## config.mk

```make
export PLATFORM = sky130hd
export DESIGN_NAME = alu_arbiter_flat
export DESIGN_NICKNAME = d
export VERILOG_FILES = /design/src/rtl/alu_arbiter_if.sv /design/src/rtl/alu_arbiter.sv /design/src/flat_wrapper.sv
export SDC_FILE = /design/constraint.sdc
export NUM_CORES = 1
export LEC_CHECK = 0
export CAP_MARGIN = 40
export CORE_AREA = 5 5 92 94
export CTS_CLUSTER_SIZE = 28
export DETAILED_ROUTE_END_ITERATION = 6
export DIE_AREA = 0 0 97 99
export SLEW_MARGIN = 20
export SYNTH_ARGS = -nofsm -noshare
export SYNTH_HDL_FRONTEND = slang
export SYNTH_SLANG_ARGS = --single-unit
```

## constraint.sdc

```tcl
create_clock -name clk_arb -period 4.25 [get_ports clk_arb]
set_clock_uncertainty 0.2 [all_clocks]
set_input_delay 0.85 -clock clk_arb [delete_from_list [all_inputs] [get_ports clk_arb]]
set_output_delay 0.85 -clock clk_arb [all_outputs]
set_load 0.1 [all_outputs]
```

## src/rtl/alu_arbiter_if.sv

```systemverilog
// Request, ALU and response signals of the two-requester ALU arbiter.
// slave: arbiter side; master: client/ALU side.
interface alu_arbiter_if #(
    parameter int DATA_WIDTH = 8
);
    logic [1:0]              req_valid;
    logic [1:0]              req_ready;
    logic [2:0]              req_opcode0;
    logic [2:0]              req_opcode1;
    logic [DATA_WIDTH-1:0]   req_a0;
    logic [DATA_WIDTH-1:0]   req_a1;
    logic [DATA_WIDTH-1:0]   req_b0;
    logic [DATA_WIDTH-1:0]   req_b1;
    logic [2:0]              alu_opcode;
    logic [DATA_WIDTH-1:0]   alu_portA;
    logic [DATA_WIDTH-1:0]   alu_portB;
    logic [2*DATA_WIDTH-1:0] alu_out;
    logic                    alu_carry;
    logic                    alu_zero;
    logic [1:0]              rsp_valid;
    logic [2*DATA_WIDTH-1:0] rsp_result;
    logic                    rsp_carry;
    logic                    rsp_zero;
    logic                    busy;

    modport slave (
        input  req_valid, req_opcode0, req_opcode1, req_a0, req_a1, req_b0, req_b1,
        input  alu_out, alu_carry, alu_zero,
        output req_ready, alu_opcode, alu_portA, alu_portB,
        output rsp_valid, rsp_result, rsp_carry, rsp_zero, busy
    );

    modport master (
        output req_valid, req_opcode0, req_opcode1, req_a0, req_a1, req_b0, req_b1,
        output alu_out, alu_carry, alu_zero,
        input  req_ready, alu_opcode, alu_portA, alu_portB,
        input  rsp_valid, rsp_result, rsp_carry, rsp_zero, busy
    );
endinterface

```

## src/rtl/alu_arbiter.sv

```systemverilog
// Round-robin arbiter sharing one ALU between two requesters.
// Optional ALU_ARB_STATS_EN adds saturating per-requester accept counters.
//
// state | meaning
// IDLE  | arbitrating; req_ready driven combinationally
// EXEC  | ALU inputs held, latency counter running
// RESP  | rsp_valid pulsed to the owner for one cycle
module alu_arbiter #(
    parameter int DATA_WIDTH  = 8,
    parameter int ALU_LATENCY = 1
) (
    input  logic        clk_arb,
    input  logic        rst_n_arb,
    alu_arbiter_if.slave bus
`ifdef ALU_ARB_STATS_EN
    ,
    output logic [15:0] stat_grant0,
    output logic [15:0] stat_grant1
`endif
);
    typedef enum logic [1:0] {IDLE, EXEC, RESP} state_t;

    state_t     state, state_nxt;
    logic       owner;
    logic       last_grant;
    logic [3:0] cnt;
    logic [1:0] grant;
    logic       accept;

    // Gated by reset so req_ready reads 0 while reset is held.
    always_comb begin
        grant = 2'b00;
        if (rst_n_arb && state == IDLE) begin
            case (bus.req_valid)
                2'b01:   grant = 2'b01;
                2'b10:   grant = 2'b10;
                2'b11:   grant = last_grant ? 2'b01 : 2'b10;
                default: grant = 2'b00;
            endcase
        end
    end

    assign accept        = |grant;
    assign bus.req_ready = grant;
    assign bus.busy      = (state != IDLE);

    always_comb begin
        state_nxt = state;
        case (state)
            IDLE:    if (accept) state_nxt = EXEC;
            EXEC:    if (cnt == 4'd1) state_nxt = RESP;
            RESP:    state_nxt = IDLE;
            default: state_nxt = IDLE;
        endcase
    end

    always_ff @(posedge clk_arb or negedge rst_n_arb) begin
        if (!rst_n_arb) state <= IDLE;
        else            state <= state_nxt;
    end

    always_ff @(posedge clk_arb or negedge rst_n_arb) begin
        if (!rst_n_arb) begin
            owner          <= 1'b0;
            last_grant     <= 1'b1;
            cnt            <= 4'd0;
            bus.alu_opcode <= 3'd0;
            bus.alu_portA  <= '0;
            bus.alu_portB  <= '0;
            bus.rsp_valid  <= 2'b00;
            bus.rsp_result <= '0;
            bus.rsp_carry  <= 1'b0;
            bus.rsp_zero   <= 1'b0;
        end else begin
            bus.rsp_valid <= 2'b00;
            case (state)
                IDLE: begin
                    if (accept) begin
                        owner          <= grant[1];
                        last_grant     <= grant[1];
                        cnt            <= 4'(ALU_LATENCY);
                        bus.alu_opcode <= grant[1] ? bus.req_opcode1 : bus.req_opcode0;
                        bus.alu_portA  <= grant[1] ? bus.req_a1 : bus.req_a0;
                        bus.alu_portB  <= grant[1] ? bus.req_b1 : bus.req_b0;
                    end
                end
                EXEC: begin
                    cnt <= cnt - 4'd1;
                    if (cnt == 4'd1) begin
                        bus.rsp_result <= bus.alu_out;
                        bus.rsp_carry  <= bus.alu_carry;
                        bus.rsp_zero   <= bus.alu_zero;
                        bus.rsp_valid  <= owner ? 2'b10 : 2'b01;
                    end
                end
                default: ;
            endcase
        end
    end

`ifdef ALU_ARB_STATS_EN
    always_ff @(posedge clk_arb or negedge rst_n_arb) begin
        if (!rst_n_arb) begin
            stat_grant0 <= 16'd0;
            stat_grant1 <= 16'd0;
        end else begin
            if (grant[0] && stat_grant0 != 16'hFFFF) stat_grant0 <= stat_grant0 + 16'd1;
            if (grant[1] && stat_grant1 != 16'hFFFF) stat_grant1 <= stat_grant1 + 16'd1;
        end
    end
`endif
endmodule

```

## src/flat_wrapper.sv

```systemverilog
// flat-port wrapper written by rule: the top's interface ports become plain ports
module alu_arbiter_flat 
#(
    parameter int DATA_WIDTH  = 8,
    parameter int ALU_LATENCY = 1
)
  (clk_arb, rst_n_arb, bus_req_valid, bus_req_opcode0, bus_req_opcode1, bus_req_a0, bus_req_a1, bus_req_b0, bus_req_b1, bus_alu_out, bus_alu_carry, bus_alu_zero, bus_req_ready, bus_alu_opcode, bus_alu_portA, bus_alu_portB, bus_rsp_valid, bus_rsp_result, bus_rsp_carry, bus_rsp_zero, bus_busy);
  alu_arbiter_if #(.DATA_WIDTH(DATA_WIDTH)) bus_i ();
  input  logic clk_arb;
  input  logic rst_n_arb;
  input wire logic [$bits(bus_i.req_valid)-1:0] bus_req_valid;
  input wire logic [$bits(bus_i.req_opcode0)-1:0] bus_req_opcode0;
  input wire logic [$bits(bus_i.req_opcode1)-1:0] bus_req_opcode1;
  input wire logic [$bits(bus_i.req_a0)-1:0] bus_req_a0;
  input wire logic [$bits(bus_i.req_a1)-1:0] bus_req_a1;
  input wire logic [$bits(bus_i.req_b0)-1:0] bus_req_b0;
  input wire logic [$bits(bus_i.req_b1)-1:0] bus_req_b1;
  input wire logic [$bits(bus_i.alu_out)-1:0] bus_alu_out;
  input wire logic [$bits(bus_i.alu_carry)-1:0] bus_alu_carry;
  input wire logic [$bits(bus_i.alu_zero)-1:0] bus_alu_zero;
  output wire logic [$bits(bus_i.req_ready)-1:0] bus_req_ready;
  output wire logic [$bits(bus_i.alu_opcode)-1:0] bus_alu_opcode;
  output wire logic [$bits(bus_i.alu_portA)-1:0] bus_alu_portA;
  output wire logic [$bits(bus_i.alu_portB)-1:0] bus_alu_portB;
  output wire logic [$bits(bus_i.rsp_valid)-1:0] bus_rsp_valid;
  output wire logic [$bits(bus_i.rsp_result)-1:0] bus_rsp_result;
  output wire logic [$bits(bus_i.rsp_carry)-1:0] bus_rsp_carry;
  output wire logic [$bits(bus_i.rsp_zero)-1:0] bus_rsp_zero;
  output wire logic [$bits(bus_i.busy)-1:0] bus_busy;
  assign bus_i.req_valid = bus_req_valid;
  assign bus_i.req_opcode0 = bus_req_opcode0;
  assign bus_i.req_opcode1 = bus_req_opcode1;
  assign bus_i.req_a0 = bus_req_a0;
  assign bus_i.req_a1 = bus_req_a1;
  assign bus_i.req_b0 = bus_req_b0;
  assign bus_i.req_b1 = bus_req_b1;
  assign bus_i.alu_out = bus_alu_out;
  assign bus_i.alu_carry = bus_alu_carry;
  assign bus_i.alu_zero = bus_alu_zero;
  assign bus_req_ready = bus_i.req_ready;
  assign bus_alu_opcode = bus_i.alu_opcode;
  assign bus_alu_portA = bus_i.alu_portA;
  assign bus_alu_portB = bus_i.alu_portB;
  assign bus_rsp_valid = bus_i.rsp_valid;
  assign bus_rsp_result = bus_i.rsp_result;
  assign bus_rsp_carry = bus_i.rsp_carry;
  assign bus_rsp_zero = bus_i.rsp_zero;
  assign bus_busy = bus_i.busy;
  alu_arbiter #(.DATA_WIDTH(DATA_WIDTH), .ALU_LATENCY(ALU_LATENCY)) u_core (.clk_arb(clk_arb), .rst_n_arb(rst_n_arb), .bus(bus_i));
endmodule
```

==> summary.md <==
| Metric | Value |
|---|---|
| Slew Limit Headroom | `41.5%` |
| Async set-or-reset flop fraction in the synthesized netlist | `100%` |
| Post-route ant nets | `0` |
| Worst path slowest cell | `or3b_4` |
| Synth Register Bits | `47` |
| Starting density of the core | `29.1%` |
| EDFF count, synth | `0` |
| CP cell instances | `buf_2 > or3b_4 > nor2_2 > buf_12` |
| Total gr overflow | `0` |
| Synthesized area | `0.00220 mm^2` |
| Cell family with most CP delay | `simple AND/OR/NAND/NOR gates` |
| Dominant cell type by area after synthesis | `dfrtp_1` |
| Top-area cell type share of the netlist area | `approximately 52%` |
| Critical Path RT | `3.20 ns` |
| CTS tree | `built` |
| Max-cap viol count | `0` |
| Total track usage | `between 10% and 20%` |
| DR pass1 iterations | `4` |
| RSZ-0062 raised after global routing | `no` |
| Cts hold-fix bufs | `0` |
| Tmin final | `3.30 ns` |
| Die outline width | `about 97 um` |
| Via count | `between 2k and 2.5k` |
| Sequential share of the synthesized area | `53.4%` |
| Top cells by count, synth | `dfrtp_1 (46), a21oi_1 (21), nand3_1 (20)` |
| Syn_nets | `~260` |
| Die height | `99 um` |
| Most used DFF post-synth | `dfrtp_1` |
| I/O Pins | `about 100` |
| Largest net degree at the start of global routing | `just over 40` |
| Hold slack | `0.280 ns` |
| H-tree Lvls | `2` |
| Residual DRC | `0` |
| Number of CTS-inserted buffers | `5` |
| Vias per cell | `4.63` |
| Worst-Margin Slew | `between 0.8 and 0.9 ns` |
| Clock Path Buffers | `2` |
| Clock Sinks | `47` |
| Critical path class | `in2out` |
| Fillers | `630` |
| Root buffer cell | `clkbuf_8` |
| Crit path largest cell delay | `between 0.5 and 0.6 ns` |
| Critical Path AT | `2.25 ns` |
| Vias in the first global route | `2,207` |
| # setup viols final | `0` |
| Yosys cell types | `35` |
| Cells after Synth | `approximately 190` |
| 1st-iter DRT viols | `just over 70` |
| Synth warnings | `0` |
| Max Clk Rate | `0.303 GHz` |
| Mean post-synth cell area | `approximately 11 um^2` |
| Fin. Hold Viols | `0` |
| Antenna violations before repair | `0` |
| Cell with the most instances after synthesis | `dfrtp_1` |
| WL final | `6.51 mm` |
| Clk Latency, worst-skew pair | `0.30 ns` |
| Antenna fix cells | `0` |
| Core Area | `0.00757 mm^2` |
| Fraction of layout cells with a size suffix above 1 | `25.2%` |
| CP Capture Type | `primary output` |
| Drt wl/cell | `~15 um` |
| Final cell count without fillers | `432` |
| Top cells by area, synth | `dfrtp_1 (52%), mux2_4 (12%), a31oi_1 (5.4%)` |
| # resized after CTS | `0` |
| Final Max Slew Viols | `0` |
| Final net count | `391` |
| Port buffer count | `101` |
| Std-Cell Rows | `32` |
| Max Fanout on Critical Path | `20` |
| Fin Setup TNS | `0 ns` |
| Final Cycle Share | `77.7%` |
| Synthesis-to-layout area growth | `90.2%` |
| Post-DP HPWL | `4.77 mm` |
| Worst-path clk slew | `0.09 ns` |
| Outcome | `completed` |
| Setup bufs post-CTS | `0` |
| Worst Hold Class | `reg2reg` |
| Placed Cells | `between 400 and 500` |
| CP Launch Type | `input pin` |
| First-pass GRT wire length | `around 11 mm` |
| DIE AREA | `0.00960 mm^2` |
| Placer Congestion | `0.761` |
| WP buf/inv | `2` |
## area by class of cell
type	count	area, um^2	share of cell area, %
inverters	4	15.0	0.358
repair buffers	145	1810	43.3
clock buffers	5	68.8	1.64
multi-input cells	126	923	22.0
flip-flops and latches	47	1180	28.1
well taps	102	128	3.04
clock inverters	3	67.6	1.61
## worst paths after layout
path | startpoint | to | slack (ns) | cells past startpoint
min in group asynchronous | rst_n_arb | u_core.bus.alu_portA[1] | 0.29 | 1
max in group asynchronous | rst_n_arb | u_core.last_grant | 2.77 | 2
worst max-delay path | rst_n_arb | bus_req_ready[1] | 0.95 | 4
worst max register to register | u_core.cnt[1] | u_core.bus.rsp_carry | 2.19 | 5
worst min register to register | u_core.owner | u_core.bus.rsp_valid[0] | 0.28 | 1
worst min-delay path | u_core.owner | u_core.bus.rsp_valid[0] | 0.28 | 1
## cell families (layout without fill, tap and decap cells)
kind of cell,count (synthesis),count (layout),synth area share [%]
flip-flops,47,47,53.4
AO/OA/AOI/OAI,67,67,17.5
multiplexers,18,18,12.3
adder cells (fa/ha/maj),2,2,1.13
buffers and inverters,20,157,5.11
AND/OR/NAND/NOR,38,38,10.2
XOR/XNOR,1,1,0.397
## cell usage in the layout, fill, tap and decap left out, types with 2 or more instances in the layout
master | netlist | layout
a21o_1 | 2 | 2
clkbuf_8 | 0 | 5
bufinv_16 | 0 | 2
nand2b_1 | 2 | 2
o21ai_0 | 15 | 15
buf_8 | 0 | 29
nand3_1 | 20 | 20
mux2_4 | 18 | 18
buf_4 | 4 | 3
inv_1 | 4 | 4
buf_12 | 0 | 2
buf_16 | 0 | 12
nand3b_1 | 2 | 2
nor2_1 | 2 | 2
o21ai_1 | 4 | 4
dfrtp_1 | 46 | 46
ha_1 | 2 | 2
clkdlybuf4s50_1 | 0 | 98
a21oi_1 | 21 | 21
a31oi_1 | 19 | 19
## metrics by stage
| step | util [%] | setup slack, ns | instance area [um^2] |
|---|---|---|---|
| after floorplan | - | 1.00 | 2200 |
| after global placement | 43.5 | 0.964 | 3290 |
| after detailed placement | 53.4 | 0.929 | 4040 |
| after CTS | 55.2 | 0.912 | 4180 |
| after global routing | 55.4 | 0.836 | 4190 |
| final | 55.4 | 0.948 | 4190 |
## routing by layer
metal / track usage, % / vias to the layer above / wire, um
li1: - / 968 / -
met1: 16.5 / 981 / 2750
met2: 24.0 / 51 / 3500
met3: 3.18 / 2 / 250
met4: 2.59 / 0 / 9
met5: 0 / - / 0
## worst register-to-register path, stage by stage, from the launching register on
cell and delay, ns:
dfrtp_1 0.41, inv_1 0.09, ha_1 0.14, nor3b_2 0.23, nand2_2 0.43, mux2_4 0.45
## flip-flops by register name, summed over array words and instances (netlist names), 2 cells and up
register,flops
u_core.bus.rsp_result,16
u_core.bus.alu_portA,8
u_core.bus.alu_portB,8
u_core.cnt,4
u_core.bus.alu_opcode,3
u_core.bus.rsp_valid,2
u_core.state,2
Power is left out: the tool's default activity adds up to more than one toggle a clock period on the data nets, which glitch-free logic cannot reach.
